[src/rtl/text_console_writer.sv]
// Character-stream to text-memory writer with cursor handling, line wrap, and hardware line/screen clear.
// Define CONSOLE_SCROLL_EN to scroll at the bottom row; otherwise the cursor wraps to row 0.
module text_console_writer #(
  parameter int          COLS       = 160,
  parameter int          ROWS       = 45,
  parameter logic [7:0]  CLEAR_ATTR = 8'h0F
) (
  input  logic        clk_hdmi_in,
  input  logic        rst_in,
  input  logic        char_valid_in,
  input  logic [7:0]  char_in,
  input  logic [7:0]  attribute_in,
  output logic        char_ready_out,
  input  logic        clear_in,
  output logic        wr_en_out,
  output logic [12:0] wr_addr_out,
  output logic [7:0]  wr_code_point_out,
  output logic [7:0]  wr_attribute_out,
  output logic [7:0]  cursor_x_out,
  output logic [5:0]  cursor_y_out,
  output logic [5:0]  scroll_row_out,
  output logic        busy_out
);

  typedef enum logic [1:0] {
    IDLE,
    CLEAR_LINE,
    CLEAR_SCREEN
  } state_t;

  localparam logic [7:0]  CH_BS     = 8'h08;
  localparam logic [7:0]  CH_LF     = 8'h0A;
  localparam logic [7:0]  CH_CR     = 8'h0D;
  localparam logic [7:0]  CH_SPACE  = 8'h20;
  localparam logic [7:0]  LAST_COL  = 8'(COLS - 1);
  localparam logic [5:0]  LAST_ROW  = 6'(ROWS - 1);
  localparam logic [6:0]  ROWS_W    = 7'(ROWS);
  localparam logic [12:0] COLS_A    = 13'(COLS);
  localparam logic [12:0] LAST_ADDR = 13'(ROWS * COLS - 1);

  state_t      state;
  logic [7:0]  cur_x;
  logic [5:0]  cur_y;
  logic [5:0]  scroll_row;
  logic [7:0]  clr_col;
  logic [12:0] clr_addr;

  logic        transfer;
  logic        line_adv;
  logic [6:0]  row_sum;
  logic [5:0]  phys_row;
  logic [12:0] cell_addr;

  // Ready is gated by reset so it reads 0 for the whole time reset is held.
  assign char_ready_out = rst_in & (state == IDLE) & ~clear_in;
  assign transfer       = char_valid_in & char_ready_out;
  assign busy_out       = (state != IDLE);
  assign cursor_x_out   = cur_x;
  assign cursor_y_out   = cur_y;

`ifdef CONSOLE_SCROLL_EN
  assign scroll_row_out = scroll_row;
`else
  assign scroll_row_out = 6'd0;
`endif

  // Logical row to physical row: (scroll_row + cur_y) mod ROWS; the sum is below 2*ROWS.
  assign row_sum   = {1'b0, scroll_row} + {1'b0, cur_y};
  assign phys_row  = (row_sum >= ROWS_W) ? 6'(row_sum - ROWS_W) : row_sum[5:0];
  assign cell_addr = 13'(phys_row) * COLS_A + 13'(cur_x);

  // A line advance comes from LF or from a printable character written in the last column.
  assign line_adv = (char_in == CH_LF) ||
                    ((char_in != CH_BS) && (char_in != CH_CR) && (cur_x == LAST_COL));

  // NOTE: all state below is updated with non-blocking assignments so every register
  // samples the pre-edge values, regardless of statement order in this block.
  always_ff @(posedge clk_hdmi_in or negedge rst_in) begin
    if (!rst_in) begin
      state             <= IDLE;
      cur_x             <= '0;
      cur_y             <= '0;
      scroll_row        <= '0;
      clr_col           <= '0;
      clr_addr          <= '0;
      wr_en_out         <= 1'b0;
      wr_addr_out       <= '0;
      wr_code_point_out <= '0;
      wr_attribute_out  <= '0;
    end else begin
      wr_en_out <= 1'b0;
      case (state)
        IDLE: begin
          if (clear_in) begin
            state    <= CLEAR_SCREEN;
            clr_addr <= '0;
          end else if (transfer) begin
            if (char_in == CH_BS) begin
              if (cur_x != 8'd0) cur_x <= cur_x - 8'd1;
            end else if (char_in == CH_CR) begin
              cur_x <= '0;
            end else begin
              if (char_in != CH_LF) begin
                wr_en_out         <= 1'b1;
                wr_addr_out       <= cell_addr;
                wr_code_point_out <= char_in;
                wr_attribute_out  <= attribute_in;
              end
              if (line_adv) begin
                cur_x <= '0;
                if (cur_y != LAST_ROW) begin
                  cur_y <= cur_y + 6'd1;
                end else begin
                  state   <= CLEAR_LINE;
                  clr_col <= '0;
`ifdef CONSOLE_SCROLL_EN
                  // The old top physical row becomes the new bottom row.
                  scroll_row <= (scroll_row == LAST_ROW) ? 6'd0 : scroll_row + 6'd1;
                  clr_addr   <= 13'(scroll_row) * COLS_A;
`else
                  cur_y    <= '0;
                  clr_addr <= '0;
`endif
                end
              end else begin
                cur_x <= cur_x + 8'd1;
              end
            end
          end
        end

        CLEAR_LINE: begin
          wr_en_out         <= 1'b1;
          wr_addr_out       <= clr_addr;
          wr_code_point_out <= CH_SPACE;
          wr_attribute_out  <= CLEAR_ATTR;
          clr_addr          <= clr_addr + 13'd1;
          if (clr_col == LAST_COL) state <= IDLE;
          else                     clr_col <= clr_col + 8'd1;
        end

        CLEAR_SCREEN: begin
          wr_en_out         <= 1'b1;
          wr_addr_out       <= clr_addr;
          wr_code_point_out <= CH_SPACE;
          wr_attribute_out  <= CLEAR_ATTR;
          clr_addr          <= clr_addr + 13'd1;
          if (clr_addr == LAST_ADDR) begin
            state      <= IDLE;
            cur_x      <= '0;
            cur_y      <= '0;
            scroll_row <= '0;
          end
        end

        default: state <= IDLE;
      endcase
    end
  end

endmodule

[config.mk]
export PLATFORM = sky130hd
export DESIGN_NAME = text_console_writer
export DESIGN_NICKNAME = d
export VERILOG_FILES = /design/src/rtl/text_console_writer.sv
export SDC_FILE = /design/constraint.sdc
export NUM_CORES = 1
export LEC_CHECK = 0
export CORE_ASPECT_RATIO = 0.75
export CORE_UTILIZATION = 50
export DETAILED_ROUTE_END_ITERATION = 12
export PLACE_DENSITY = 0.75
export SETUP_SLACK_MARGIN = 0.05
export SLEW_MARGIN = 20
export SYNTH_ARGS = -nofsm -noshare
export SYNTH_HDL_FRONTEND = slang
export SYNTH_SLANG_ARGS = --single-unit
[constraint.sdc]
create_clock -name clk_hdmi_in -period 5.1 [get_ports clk_hdmi_in]
set_input_delay 0.51 -clock clk_hdmi_in [delete_from_list [all_inputs] [get_ports clk_hdmi_in]]
set_output_delay 0.51 -clock clk_hdmi_in [all_outputs]
set_load 0.01 [all_outputs]
======== Word level (Yosys, flattened, before mapping) ========
Cells that the tools add are included.
storage, ports and cells
  bits in registers ....................... 67
  bits in latches ......................... 0
  bits in writable memories ............... 0
  ROM bits ................................ 0
  word-level logic and storage cells ...... 131
  memories ................................ 0
cells by class
  add/subtract/negate cells ............... 7
  multiply operators ...................... 1
  div/mod/pow operators ................... 0
  order comparisons ....................... 1
  equality and inequality tests ........... 28
  shift operators ......................... 0
  mux-type cells .......................... 65
  bitwise logic cells ..................... 4
  reduce and logical (&&, ||, !) cells .... 16
operators with widths
  kind                   number
  $mux 8                 24
  $mux 13                11
  $pmux 8 s2             4
  $pmux 13 s2            2
  $mux 6                 8
  $eq 8x4->1 const B     3
  $ne 8x4->1 const B     3
  $ne 2x2->1 const B     9
  $add 8x1->8 const B    2
  $eq 8x8->1 const B     2
  $mux 2                 8
  $ne 3x3->1 const B     5
  $reduce_and 7->1       2
  $add 13x1->13 const B  1
  $add 13x8->13          1
  $eq 13x13->1 const B   1
  $pmux 6 s2             1
  $reduce_and 6->1       2
  $mul 6x3->8 const B    1
  $reduce_and 8->1       1
  $reduce_bool 2->1      4
  $reduce_bool 8->1      1
  $sub 8x1->8 const B    1
  $add 6x1->6 const B    1
  other kinds (17)       24

======== Depth between registers and ports, before layout ========
Gate-level depths: netlist of the first run.
  word-level depth ........................ 10
  mapped depth ............................ 15

======== Least setup slack after synthesis of the first run ========
No wires, ideal clock.
  path type ............................... register to register
  start point ............................. register cur_y[0] (netlist: cursor_y_out[0])
  end point ............................... register wr_addr_out[11]
  library setup time ...................... 0.125 ns
  data arrival time ....................... 3.363 ns
  data required time ...................... 4.975 ns
  setup slack ............................. 1.612 ns
  stages on the path, launching flop included .. 16
  buffers on the path ..................... 0
  period minus slack after synthesis ...... 3.488 ns
  path through ............................ dfrtp_1 -> inv_1 -> ha_1 -> nor2b_1 -> o21ai_0 -> nand2_1 -> nor3b_1 -> xor2_1 -> ha_1 -> ha_1 -> fa_1 -> xor2_1 -> o2111ai_1 -> xnor2_1 -> o21ai_0 -> mux2_2
on the way
  word-level cells in the longest chain between the ends .. 10
  elaborated cells between the ends (all ways) .. 11
  classes of those cells .................. add/sub: 2; mul: 1; order compare: 1; mux: 7
RTL lines
  what                                       line  RTL
  from (decl)                                43    logic [5:0] cur_y;
  from (signal assigned)                     112   cur_y <= cur_y + 6'd1;
  $sub 6x6->6 or $ge 6x6->1 (tied branches)  69    assign phys_row = (row_sum >= ROWS_W) ? 6'(row_sum - ROWS_W) : row_sum[5:0];
  $mux 6 (*)                                 69
  $mul 6x3->8 (*)                            70    assign cell_addr = 13'(phys_row) * COLS_A + 13'(cur_x);
  $add 13x8->13 (*)                          70
  $mux 13 (*)                                103   if (char_in != CH_LF) begin
  $mux 13 (*)                                100   end else if (char_in == CH_CR) begin
  $mux 13 (*)                                98    if (char_in == CH_BS) begin
  $mux 13 (*)                                97    end else if (transfer) begin
  $mux 13 (*)                                94    if (clear_in) begin
  $pmux 13 s2 (*)                            92    case (state)
  to (signal assigned)                       105   wr_addr_out <= cell_addr;
  to (signal assigned)                       134   wr_addr_out <= clr_addr;
  to (signal assigned)                       144   wr_addr_out <= clr_addr;
  to (decl)                                  16    output logic [12:0] wr_addr_out,
Mark *: on every way between the ends. The rest lies on a longest branch, timed or not. The select of a mux whose other input is x is not followed.
A chain may end at the register's enable or synchronous reset.

======== Worst setup path after layout of the first run ========
Ends and elaborated chain as after synthesis.

==> impl_metrics.yaml, run 1 <==
run_status:
  status: "complete, no violations"
placement:
  port_buffers: 65
  dp_slack_ns: 1.21
  gp_congestion: 0.876
  dp.cells: 665
  dp_hpwl_um: 7790
  placed_cell_area_mm2: 0.00508
logic_synthesis:
  synth-seq-area-share_pct: 37.8
  yosysUniqueCellTypes: 66
  synth_edf_count: 0
  yosys-top-cells-area: "dfrtp_1 38%, ha_1 6.8%, nand2_1 6.6%"
  synth_compound_area_share_pct: 20.8
  yosys.area_share.simple_pct: 23.6
  synth_cells: 518
  synth_ff_type: "dfrtp_1"
  yosys.area.top_type: "dfrtp_1"
  synth_mux_area_share_pct: 2.06
  async_flop_share_pct: 100
  synthAdderAreaFrac_pct: 7.68
  synth_xor_area_share_pct: 2.37
  ys_ff_latch: 67
  ys_warn_count: 0
  postSynthAreaPerCell_um2: 8.56
  synth_top_family_by_area: "simple AND/OR/NAND/NOR gates"
  yosysTopAreaCellShare_pct: 37.8
  syn_area_mm2: 0.00443
sta:
  drv_slew: 0
  rsz0062_at_grt: "false"
  setup_slack_ns: 1.19
  slew_headroom_pct: 36.7
  setup_tns_ns: 0
  finalSetupViolations: 0
  min_period_over_period_pct: 76.6
  min_period_ns: 3.91
  hold_viol_final: 0
  fin_skew_ns: 0.00622
  timing.fmax_mhz: 256
  worstMarginPinSlew_ns: 0.949
layout:
  drive_gt1_share_pct: 6.28
  area_growth_pct: 21.5
  fin_area_mm2: 0.00539
  num_antenna_cells: 0
  nNetsFinal: 614
  instances_no_fill: 681
clock_network:
  clkTransAtPathRegs_ns: 0.06
  post_cts_buffers: 0
  clock_latency_ns: 0.33
  cts_root_buffer: "clkbuf_16"
  clkSinkCount: 67
  h-tree-depth: 3
  cts_tree: "done"
  cts_resized: 0
  numCtsBuffers: 9
  cts_hold_buf: 0
  cts_max_path_buffers: 2
pwr:
  p_per_area_mw_per_mm2: 223
  combPwrFrac_pct: 3.2
  p_leak_nw: 2.40
  clockPowerShare_pct: 52.6
  irDropWorstVdd_mv: 0.241
  p_int_w: 0.000939
  p_sw_w: 0.000262
  switching_share_pct: 21.8
  p_seq_share_pct: 44.3
setup_path:
  crit_required_ns: 5.32
  cp_max_fo: 9
  critical_path.startpoint_type: "flop"
  arrival_ns: 4.13
  worstSetupEndpointType: "flop"
  worstSetupPathType: "flop to flop"
global_routing:
  overflow: 0
  grt_pass1_wl_um: 18600
  track_usage_pct: 24.9
  grt_pass1_vias: 3871
  antenna_found_initial: 0
  grt_max_degree: 68
die:
  rows: 29
  core_area_mm2: 0.00853
  num_io_pins: 72
  die_h_um: 83.5
  dieWidth_um: 111
  start_util_pct: 52.0
  dieArea_mm2: 0.00925
drt:
  drtAntennaViolNets: 0
  drc: 0
  first_pass_iters: 5
  via_count: 3959
  drtIter0Drc: 225
  wire_per_inst_um: 16.3
  routed_via_density: 5.81
  totalWireLength_um: 11100
run:
  drv_cap: 0
worst_hold_path:
  hold_class: "flop to flop"
-- final cells by class --
type	instances	area, um2
Fill cell	739	3140
Inverter	17	63.8
Clock buffer	10	239
Sequential cell	67	1680
Clock inverter	6	65.1
Timing Repair Buffer	69	676
Tap cell	108	135
Multi-Input combinational cell	404	2530
-- kinds of logic after synthesis --
logic type	Yosys count
buffers and inverters	52
DFF	67
AOI/OAI and AO/OA	142
adders and majority gates	26
muxes	9
xor gates and xnor gates	12
other	1
and+or+nand+nor	209
-- final timing paths --
check / depth (start not counted) / slack, ns / to / startpoint
setup / recovery: 15 / 1.19 / wr_addr_out[11] / cursor_y_out[0]
hold / removal: 2 / 0.46 / wr_attribute_out[2] / wr_attribute_out[2]
setup reg to reg: 15 / 1.19 / wr_addr_out[11] / cursor_y_out[0]
hold reg to reg: 2 / 0.46 / wr_attribute_out[2] / wr_attribute_out[2]
max in group asynchronous: 2 / 4.06 / cursor_x_out[3] / rst_in
min in group asynchronous: 2 / 0.50 / clr_addr[3] / rst_in
-- routing by layer --
metal | wire length [um] | GRT usage, %
met5 | 0 | 0
met4 | 188 | 8.00
met3 | 578 | 5.45
met2 | 5100 | 40.8
met1 | 5210 | 33.0
-- synthesized netlist by cell type, types with 8 or more instances --
master / n
a21oi_1: 26
clkbuf_1: 21
dfrtp_1: 67
ha_1: 24
inv_1: 17
mux2i_1: 8
nand2_1: 78
nand2b_1: 13
nand3_1: 28
nor2_1: 31
nor3_1: 13
o21ai_0: 56
o31ai_1: 8
-- sequential cells by signal (all words and copies together), names as in the netlist --
name	flops
clr_col	8
wr_en_out	1
wr_addr_out	13
wr_code_point_out	8
wr_attribute_out	8
cursor_x_out	8
cursor_y_out	6
state	2
clr_addr	13
-- stage by stage --
step	util, %	total power (W)	hold WS [ns]
after detailed placement	59.6	0.000580	0.456
after CTS	63.1	0.00121	0.468
after global routing	63.2	0.00123	0.485
after global placement	59.6	0.000580	0.450
after floorplan	-	0.000552	0.214
final	63.2	0.00120	0.463
-- layout by cell type, fill, tap and decap left out, drive strengths merged, types with 6 or more instances in the layout --
cell type and count:
mux2i 8, and3 7, nor2 32, nand3 28
ha 24, o211ai 8, a31oi 6, xor2 7
o31ai 9, nand2 78, dfrtp 67, conb 6
clkbuf 10, nor3 13, nand2b 13, inv 17
clkdlybuf4s50 64, a21oi 27, o21ai 57
-- critical path, stage by stage, from the launching register on --
cell	delay (ns)
dfrtp_1	0.50
inv_1	0.10
ha_1	0.25
nor2b_1	0.15
o21ai_0	0.15
nand2_1	0.15
nor3b_1	0.28
xor2_1	0.27
ha_1	0.28
ha_1	0.23
fa_1	0.41
xor2_1	0.28
o2111ai_1	0.20
xnor2_1	0.17
o21ai_0	0.09
mux2_2	0.27
-- power groups by stage --
stage / clock network, W / logic (W) / registers (W)
finish: 0.000631 / 0.0000379 / 0.000532
CTS: 0.000637 / 0.0000387 / 0.000532
detailed placement: 0 / 0.0000386 / 0.000541
global route: 0.000656 / 0.0000422 / 0.000532
global placement: 0 / 0.0000385 / 0.000541
floorplan: 0 / 0.0000107 / 0.000541
Power figures use the tool's default switching activity.
==> run 2, diff against run 1 <==
--- a/config.mk
+++ b/config.mk
@@ -6,9 +6,9 @@
 export NUM_CORES = 1
 export LEC_CHECK = 0
 export CORE_ASPECT_RATIO = 0.75
-export CORE_UTILIZATION = 50
+export CORE_UTILIZATION = 49
 export DETAILED_ROUTE_END_ITERATION = 12
-export PLACE_DENSITY = 0.75
+export PLACE_DENSITY = 0.77
 export SETUP_SLACK_MARGIN = 0.05
 export SLEW_MARGIN = 20
 export SYNTH_ARGS = -nofsm -noshare
==> constraint.sdc (replaced) <==
create_clock -name clk_hdmi_in -period 3.5 [get_ports clk_hdmi_in]
set_input_delay 0.35 -clock clk_hdmi_in [delete_from_list [all_inputs] [get_ports clk_hdmi_in]]
set_output_delay 0.35 -clock clk_hdmi_in [all_outputs]
set_load 0.01 [all_outputs]
==> run 2 against run 1 <==
Compared with the run above:
- the run now ends with DRC left
- final area increased by 4.5%
- sequential share of layout area decreased by 1.3 points
- first-iteration DRC count increased by 8.0%
- clock-buffer cell count decreased by 1
- critical path depth unchanged
- sequential power increased by 46%
- worst setup slack got worse by 1.1 ns
- global-route usage increased by 0.095 points
- critical endpoint unchanged
- largest power group unchanged
- highest routed layer unchanged
==> impl_metrics.yaml, run 2 (same netlist as run 1, synthesis figures left out) <==
run_status:
  status: "finished with violations"
  violations: "DRC"
pwr:
  irDropWorstVdd_mv: 0.317
  p_per_area_mw_per_mm2: 320
  p_leak_nw: 2.51
drt:
  drc: 4
  wire_per_inst_um: 16.2
  drtAntennaViolNets: 0
  totalWireLength_um: 11400
  via_count: 4090
  first_pass_iters: 9
  drtIter0Drc: 243
  routed_via_density: 5.83
die:
  dieArea_mm2: 0.00943
  dieWidth_um: 112
  core_area_mm2: 0.00860
  start_util_pct: 51.5
  num_io_pins: 72
  rows: 29
  die_h_um: 84.4
clock_network:
  cts_tree: "done"
  numCtsBuffers: 9
  clock_latency_ns: 0.34
  clkSinkCount: 67
  clkTransAtPathRegs_ns: 0.06
  cts_root_buffer: "clkbuf_16"
  cts_max_path_buffers: 2
  h-tree-depth: 3
sta:
  drv_slew: 0
  fin_skew_ns: 0.00652
  rsz0062_at_grt: "true"
  min_period_over_period_pct: 96.7
  worstMarginPinSlew_ns: 0.870
  finalSetupViolations: 0
  setup_tns_ns: 0
  min_period_ns: 3.38
  hold_viol_final: 0
  slew_headroom_pct: 42.0
  timing.fmax_mhz: 295
global_routing:
  grt_pass1_vias: 3836
  grt_max_degree: 68
  track_usage_pct: 25.0
  grt_pass1_wl_um: 18500
  overflow: 0
  antenna_found_initial: 0
layout:
  nNetsFinal: 634
  num-fill-cells: 697
  reg_top3: "clr_addr (13), wr_addr_out (13)"
  num_antenna_cells: 0
  drive_gt1_share_pct: 11.5
  layout_commonest_cell: "nand2_1"
  area_growth_pct: 26.9
  fin_util_pct: 65.4
  final_cell_mix: "77 x nand2_1, 66 x dfrtp_1, 64 x clkdlybuf4s50_1, 53 x o21ai_0, 31 x nor2_1"
setup_path:
  arrival_ns: 3.61
  critical_path.startpoint_type: "flop"
  cp_max_fo: 5
  worstSetupPathType: "flop to flop"
  worstSetupEndpointType: "flop"
  crit_required_ns: 3.73
placement:
  gp_congestion: 0.889
  port_buffers: 65
  dp_hpwl_um: 7950
run:
  drv_cap: 0
worst_hold_path:
  hold_class: "input pin to asynchronous set/reset pin"
run 2: cell count changes in the layout (fill, tap and decap cells not counted), sizes merged:
cell,delta
clkbuf,-1
bufinv,+1
clkinvlp,+2
clkinv,-2
buf,+20
run 2: area by class of cell:
cell class                 count  area, um2  share of cell area [%]
sequential                    67       1680                    29.8
multi-input combinational    404       2610                    46.3
clock buffer                   9        225                    4.00
tap                          108        135                    2.40
inverter                      17       63.8                    1.13
clock inverter                 7       92.6                    1.65
timing repair buffer          89        826                    14.7
run 2: metal layers:
layer | track usage (%) | part of all wire (%) | up-vias | routed length, um
met1 | 33.7 | 47 | 1975 | 5310
met3 | 6.28 | 4.7 | 21 | 538
met2 | 39.1 | 46 | 114 | 5290
li1 | - | - | 1980 | -
met5 | 0 | 0 | - | 0
met4 | 8.97 | 2.2 | 0 | 245
run 2: critical path: stages (launching register included):
cell and delay [ns]:
dfrtp_2 0.41, inv_2 0.07, ha_4 0.16, nor2b_4 0.12
o21ai_2 0.14, nand2_2 0.10, nor3b_2 0.21, xor2_1 0.23
ha_1 0.30, ha_4 0.18, fa_2 0.42, xor2_2 0.24
o2111ai_2 0.15, xnor2_1 0.19, o21ai_1 0.09, mux2_4 0.25
run 2: what timing repair did:
item | CTS | global route
cloned | 0 | 0
pin swaps | 2 | 13
resized for setup | 3 | 17
hold buffers | 0 | 0
setup buffers | 3 | 8
endpoints found under the setup margin | 1 | 3
run 2: per-stage QoR:
step / hold WS (ns) / std cells / instance area [um2] / worst slack [ns] / power (W)
final: 0.320 / 701 / 5630 / 0.115 / 0.00180
after global routing: 0.401 / 701 / 5630 / -0.0381 / 0.00186
after CTS: 0.361 / 693 / 5500 / 0.0595 / 0.00181
after detailed placement: 0.455 / 674 / 5150 / -0.110 / 0.000845
after global placement: 0.449 / 674 / 5150 / 0.0461 / 0.000845
after floorplan: 0.0544 / 523 / 4450 / 0.0667 / 0.000805
run 2: power by group:
part,internal [W],switching (W)
logic,0.0000228,0.0000329
clock network,0.000620,0.000347
registers,0.000775,0
total,0.00142,0.000380
run 2: path summary, 6_finish.rpt:
path,start,to,slack (ns),depth (start not counted)
hold / removal,rst_in,clr_addr[9],0.32,2
setup / recovery,cursor_y_out[0],wr_addr_out[11],0.12,15
setup reg to reg,cursor_y_out[0],wr_addr_out[11],0.12,15
min in group clk_hdmi_in,wr_code_point_out[5],wr_code_point_out[5],0.47,2
max in group asynchronous,rst_in,cursor_y_out[0],2.56,2
hold reg to reg,wr_code_point_out[5],wr_code_point_out[5],0.47,2
